`config.mk`:
```
export PLATFORM = sky130hd
export DESIGN_NAME = load_resp_flat
export DESIGN_NICKNAME = d
export VERILOG_FILES = /design/src/rtl/load_resp_if.sv /design/src/rtl/load_resp.sv /design/src/flat_wrapper.sv
export SDC_FILE = /design/constraint.sdc
export NUM_CORES = 1
export LEC_CHECK = 0
export ABC_AREA = 0
export CAP_MARGIN = 15
export CORE_ASPECT_RATIO = 1.25
export CORE_MARGIN = 2
export CORE_UTILIZATION = 56
export DETAILED_ROUTE_END_ITERATION = 8
export HOLD_SLACK_MARGIN = 0.06
export PLACE_DENSITY = 0.79
export SLEW_MARGIN = 20
export SYNTH_ARGS = -nofsm -noshare
export SYNTH_HDL_FRONTEND = slang
export SYNTH_SLANG_ARGS = --single-unit
```
`constraint.sdc`:
```
create_clock -name clk -period 3.2 [get_ports clk]
set_clock_uncertainty 0.1 [all_clocks]
set_input_delay 0.8 -clock clk [delete_from_list [all_inputs] [get_ports clk]]
set_output_delay 0.8 -clock clk [all_outputs]
set_load 0.05 [all_outputs]
```
`src/rtl/load_resp_if.sv`:
```
// Load response bundle: request issue, memory return and result handshake.
// master = load issuer / memory / consumer side, slave = load_resp buffer.
interface load_resp_if #(
    parameter int TAG_WIDTH = 5
);
    logic                 req_valid;
    logic                 req_ready;
    logic [1:0]           req_size;
    logic [1:0]           req_offset;
    logic                 req_signed;
    logic [TAG_WIDTH-1:0] req_tag;
    logic                 mem_valid;
    logic [31:0]          mem_rdata;
    logic                 res_valid;
    logic                 res_ready;
    logic [31:0]          res_data;
    logic [TAG_WIDTH-1:0] res_tag;
    logic                 res_err;
    logic                 ovf_err;

    modport master (
        output req_valid, req_size, req_offset, req_signed, req_tag,
        output mem_valid, mem_rdata, res_ready,
        input  req_ready, res_valid, res_data, res_tag, res_err, ovf_err
    );

    modport slave (
        input  req_valid, req_size, req_offset, req_signed, req_tag,
        input  mem_valid, mem_rdata, res_ready,
        output req_ready, res_valid, res_data, res_tag, res_err, ovf_err
    );
endinterface

```
`src/rtl/load_resp.sv`:
```
// Outstanding-load buffer: queues load requests, extracts/extends the
// in-order memory responses, and hands results back in issue order.
// Ports: clk, rst_n (async active-low), bus (load_resp_if.slave):
//   req_*  issue handshake, mem_* response strobe (no backpressure),
//   res_*  result handshake, ovf_err sticky unexpected-response flag.
// Option: define LOAD_RESP_MISALIGN_CHECK_EN to flag misaligned
//   half/word loads (res_err=1, res_data=0).
module load_resp #(
    parameter int DEPTH_LOG2 = 2,
    parameter int TAG_WIDTH  = 5
) (
    input logic        clk,
    input logic        rst_n,
    load_resp_if.slave bus
);
    localparam int DEPTH = 1 << DEPTH_LOG2;
    localparam logic [DEPTH_LOG2:0] DEPTH_C = DEPTH[DEPTH_LOG2:0];

    typedef logic [DEPTH_LOG2-1:0] ptr_t;
    typedef logic [DEPTH_LOG2:0]   cnt_t;

    ptr_t alloc_ptr, fill_ptr, ret_ptr;
    cnt_t count, pend;
    logic [DEPTH-1:0] filled;
    logic             ovf_q;

    logic [1:0]           size_q [DEPTH];
    logic [1:0]           off_q  [DEPTH];
    logic                 sgn_q  [DEPTH];
    logic [TAG_WIDTH-1:0] tag_q  [DEPTH];
    logic [31:0]          data_q [DEPTH];
`ifdef LOAD_RESP_MISALIGN_CHECK_EN
    logic                 err_q  [DEPTH];
    logic                 ext_err;
`endif

    logic        accept, do_fill, retire;
    logic [31:0] ext_data;

    function automatic logic [31:0] extract(
        input logic [1:0]  sz,
        input logic [1:0]  off,
        input logic        sgn,
        input logic [31:0] w
    );
        logic [7:0]  b;
        logic [15:0] h;
        logic [31:0] r;
        b = w[{off, 3'b000} +: 8];
        h = off[1] ? w[31:16] : w[15:0];
        unique case (sz)
            2'd0:    r = {{24{sgn & b[7]}}, b};
            2'd1:    r = {{16{sgn & h[15]}}, h};
            default: r = w;
        endcase
        return r;
    endfunction

    assign accept  = bus.req_valid & bus.req_ready;
    // Pending (allocated but unfilled) count gates responses; an accept in
    // the same cycle is not yet visible to the fill side.
    assign do_fill = bus.mem_valid & (pend != '0);
    assign retire  = bus.res_valid & bus.res_ready;

    always_comb begin
        ext_data = extract(size_q[fill_ptr], off_q[fill_ptr],
                           sgn_q[fill_ptr], bus.mem_rdata);
`ifdef LOAD_RESP_MISALIGN_CHECK_EN
        ext_err = 1'b0;
        if ((size_q[fill_ptr] == 2'd1 && off_q[fill_ptr][0]) ||
            (size_q[fill_ptr][1] && off_q[fill_ptr] != 2'd0)) begin
            ext_err  = 1'b1;
            ext_data = '0;
        end
`endif
    end

    always_ff @(posedge clk or negedge rst_n) begin
        if (!rst_n) begin
            alloc_ptr <= '0;
            fill_ptr  <= '0;
            ret_ptr   <= '0;
            count     <= '0;
            pend      <= '0;
            filled    <= '0;
            ovf_q     <= 1'b0;
        end else begin
            if (accept)
                alloc_ptr <= alloc_ptr + ptr_t'(1);
            if (do_fill) begin
                fill_ptr         <= fill_ptr + ptr_t'(1);
                filled[fill_ptr] <= 1'b1;
            end
            if (retire) begin
                ret_ptr         <= ret_ptr + ptr_t'(1);
                filled[ret_ptr] <= 1'b0;
            end
            if (bus.mem_valid && pend == '0)
                ovf_q <= 1'b1;
            count <= count + cnt_t'(accept) - cnt_t'(retire);
            pend  <= pend + cnt_t'(accept) - cnt_t'(do_fill);
        end
    end

    // Payload storage needs no reset: it is only observed behind filled.
    always_ff @(posedge clk) begin
        if (accept) begin
            size_q[alloc_ptr] <= bus.req_size;
            off_q[alloc_ptr]  <= bus.req_offset;
            sgn_q[alloc_ptr]  <= bus.req_signed;
            tag_q[alloc_ptr]  <= bus.req_tag;
        end
        if (do_fill) begin
            data_q[fill_ptr] <= ext_data;
`ifdef LOAD_RESP_MISALIGN_CHECK_EN
            err_q[fill_ptr]  <= ext_err;
`endif
        end
    end

    assign bus.req_ready = (count < DEPTH_C);
    assign bus.res_valid = filled[ret_ptr];
    assign bus.res_data  = bus.res_valid ? data_q[ret_ptr] : '0;
    assign bus.res_tag   = bus.res_valid ? tag_q[ret_ptr] : '0;
`ifdef LOAD_RESP_MISALIGN_CHECK_EN
    assign bus.res_err   = bus.res_valid & err_q[ret_ptr];
`else
    assign bus.res_err   = 1'b0;
`endif
    assign bus.ovf_err   = ovf_q;
endmodule

```
`src/flat_wrapper.sv`:
```
// flat-port wrapper written by rule: the top's interface ports become plain ports
module load_resp_flat 
#(
    parameter int DEPTH_LOG2 = 2,
    parameter int TAG_WIDTH  = 5
)
  (clk, rst_n, bus_req_valid, bus_req_size, bus_req_offset, bus_req_signed, bus_req_tag, bus_mem_valid, bus_mem_rdata, bus_res_ready, bus_req_ready, bus_res_valid, bus_res_data, bus_res_tag, bus_res_err, bus_ovf_err);
  load_resp_if #(.TAG_WIDTH(TAG_WIDTH)) bus_i ();
  input logic clk;
  input logic rst_n;
  input wire logic [$bits(bus_i.req_valid)-1:0] bus_req_valid;
  input wire logic [$bits(bus_i.req_size)-1:0] bus_req_size;
  input wire logic [$bits(bus_i.req_offset)-1:0] bus_req_offset;
  input wire logic [$bits(bus_i.req_signed)-1:0] bus_req_signed;
  input wire logic [$bits(bus_i.req_tag)-1:0] bus_req_tag;
  input wire logic [$bits(bus_i.mem_valid)-1:0] bus_mem_valid;
  input wire logic [$bits(bus_i.mem_rdata)-1:0] bus_mem_rdata;
  input wire logic [$bits(bus_i.res_ready)-1:0] bus_res_ready;
  output wire logic [$bits(bus_i.req_ready)-1:0] bus_req_ready;
  output wire logic [$bits(bus_i.res_valid)-1:0] bus_res_valid;
  output wire logic [$bits(bus_i.res_data)-1:0] bus_res_data;
  output wire logic [$bits(bus_i.res_tag)-1:0] bus_res_tag;
  output wire logic [$bits(bus_i.res_err)-1:0] bus_res_err;
  output wire logic [$bits(bus_i.ovf_err)-1:0] bus_ovf_err;
  assign bus_i.req_valid = bus_req_valid;
  assign bus_i.req_size = bus_req_size;
  assign bus_i.req_offset = bus_req_offset;
  assign bus_i.req_signed = bus_req_signed;
  assign bus_i.req_tag = bus_req_tag;
  assign bus_i.mem_valid = bus_mem_valid;
  assign bus_i.mem_rdata = bus_mem_rdata;
  assign bus_i.res_ready = bus_res_ready;
  assign bus_req_ready = bus_i.req_ready;
  assign bus_res_valid = bus_i.res_valid;
  assign bus_res_data = bus_i.res_data;
  assign bus_res_tag = bus_i.res_tag;
  assign bus_res_err = bus_i.res_err;
  assign bus_ovf_err = bus_i.ovf_err;
  load_resp #(.DEPTH_LOG2(DEPTH_LOG2), .TAG_WIDTH(TAG_WIDTH)) u_core (.clk(clk), .rst_n(rst_n), .bus(bus_i));
endmodule
```
==> results.md <==
* Hpwl dp at 10200 um
* Least-Margin Pin Slew at 0.735 ns
* Slew Viols, Final at 0
* # Post-CTS Setup Buffers at 0
* Antenna Cells at 0
* Post-synth EDFFs at 168
* Critical Path Source: u_core.ret_ptr[1]
* Reg2Reg Depth at 4
* Setup violators final at 0
* #FFs+latches synth at 185
* DRT iter0 DRCs at 329
* Status: finished, final reports clean
* Worst path arrival time at 2.08 ns
* Global-route wire length before repair at 23800 um
* Register area share after synthesis at 0.691
* Max Cap Viol at 0
* Wire per inst at 21.9 um
* Routed WL at 15800 um
* Setup TNS at 0 ns
* Area of the core at 13800 sq um
* Worst endpoint required time at 2.30 ns
* Layout cells sized above 1 at 0.247
* Syn_nets at 507
* Final Cycle Share at 0.932
* Area growth syn-to-layout at 24.5%
* Most used DFF post-synth: edfxtp_1
* Initial Util at 0.573
* Final Hold Viols at 0
* F_max at 0.335 GHz
* Die Ht at 137 um
* Post-synthesis cell type count at 36
* Synth async-reset ratio at 0.0919
* WHS Path Cells at 1
* Placed instance count at 690
* First-pass iteration count of the detailed router at 4
* Critical path endpoint category: primary output
* Startpoint types: flop
* Root buffer cell: clkbuf_16
* Area leader, netlist: edfxtp_1
* Mapped Area at 7920 sq um
* Area of the multi-input gates at 2250 sq um
* Initial antenna violation count at 0
* Crit-path max FO at 26
* Post-cts hold buffer count at 0
* Row cnt at 48
* Routed Antenna Nets at 0
* Top-count cell post-synth: edfxtp_1
* Number of global-route vias before repair at 4423
* Port Buf Inserts at 86
* Worst-path clk slew at 0.07 ns
* Post-Synthesis Cells at 443
* Die X at 110 um
* Fin crit period at 2.98 ns
* Fin util at 0.714
* Syn. warnings at 0
* Nets@finish at 598
* CP Class: flop to primary output
* Tightest Hold Check Type: flop to flop
* Ports at 88
* Clock Sinks at 185
* Relative slew margins at 0.508
* Yosys top cell area share at 0.637
* CTS tree: yes
* CTS max path bufs at 2
* Fill cell count at 862
* Top cells by count, synth: edfxtp_1 (168), mux4_2 (40), nor2b_1 (40)
* Via density at 5.97
* HP Start: u_core.bus.ovf_err
* Clock Latency Late Sink at 0.43 ns
* Post-CTS Resized at 0
* Synth Area per Inst at 17.9 sq um
* Congestion Overflow GR at 0
* Worst r2r src: u_core.fill_ptr[0]
* Drc violations at 0
* Total CTS buffers at 17
* Routed vias at 4312
* Gpl congestion at 0.867
* Pin count of the biggest net entering global routing at 37
* Unrepaired setup endpoints after global routing: false
* Synth area leaders: edfxtp_1 (64%), mux4_2 (11%), dfrtp_1 (5.4%)
* Htree depth at 4
* Overall die area at 15100 sq um
* Seq. cell area at 5470 sq um
* Post-route insts no fill at 722
* Gr usage total at 0.220
state kept, by name, summed over array words and instances (netlist names), 2 cells and up:
| signal | count |
|---|---|
| u_core.fill_ptr | 2 |
| u_core.tag_q | 20 |
| u_core.off_q | 8 |
| u_core.alloc_ptr | 2 |
| u_core.size_q | 8 |
| u_core.pend | 3 |
| u_core.sgn_q | 4 |
| u_core.filled | 4 |
| u_core.data_q | 128 |
| u_core.count | 3 |
| u_core.ret_ptr | 2 |
final cells by class:
| cell class | count | share of cell area |
|---|---|---|
| Sequential cell | 185 | 0.555 |
| Tap cell | 175 | 0.0222 |
| Clock buffer | 17 | 0.0432 |
| Multi-Input combinational cell | 216 | 0.228 |
| Clock inverter | 15 | 0.0179 |
| Timing Repair Buffer | 98 | 0.127 |
| Inverter | 16 | 0.00609 |
worst max-delay path: stages (launching register included):
cell and delay (ns):
dfrtp_1 0.43, mux2i_1 0.14, mux2_2 0.43, buf_12 0.23, nor2b_1 0.18, buf_4 0.23
routing by layer:
layer	up-vias	wire length, um	GRT usage
met5	-	0	0
met4	0	539	0.105
met3	32	1130	0.0624
met2	196	8090	0.348
met1	2177	6080	0.283
li1	1907	-	-
through the flow:
stage	cell area (sq um)	setup WS, ns	hold slack, ns
2_1_floorplan	7920	0.0996	0.404
3_3_place_gp	9260	0.510	0.341
3_5_place_dp	9260	0.442	0.356
4_1_cts	9860	0.188	0.377
5_1_grt	9860	0.128	0.398
6_report	9860	0.218	0.369
logic make-up after synthesis:
logic type               synth area share
AO/OA/AOI/OAI                      0.0384
XOR/XNOR                          0.00774
adder cells (fa/ha/maj)            0.0288
buffers and inverters              0.0248
flip-flops                          0.691
multiplexers                        0.145
other                            0.000474
AND/OR/NAND/NOR                    0.0640
placed cells by master (no fill, tap or decap), types with 4 or more instances in the layout:
cell             netlist  routed
edfxtp_1             168     168
a221o_1                6       6
inv_8                  0       8
ha_1                  15      15
nor2b_1               40      40
buf_4                  1      18
nand2_1               26      26
clkdlybuf4s50_1        0      48
and2_1                 8       8
clkbuf_16              0      17
xnor2_1                6       6
nor3_1                 4       4
o221ai_1               5       5
dfrtp_1               17      16
inv_1                 16      16
mux4_2                40      40
o21ai_0               20      20
buf_12                 0      32
mux2_2                 6       6
mux2i_1                8       8
a2bb2oi_1              4       4
path summary, 6_finish.rpt:
kind                                        end  slack (ns)
max                            bus_res_data[15]        0.22
min                          u_core.bus.ovf_err        0.37
max reg2reg                u_core.data_q[0][19]        0.40
min reg2reg                  u_core.bus.ovf_err        0.37
max in group asynchronous     u_core.ret_ptr[0]        1.79
min in group asynchronous   u_core.alloc_ptr[0]        0.70
Power is left out: the tool's default activity adds up to more than one toggle a clock period on the data nets, which glitch-free logic cannot reach.
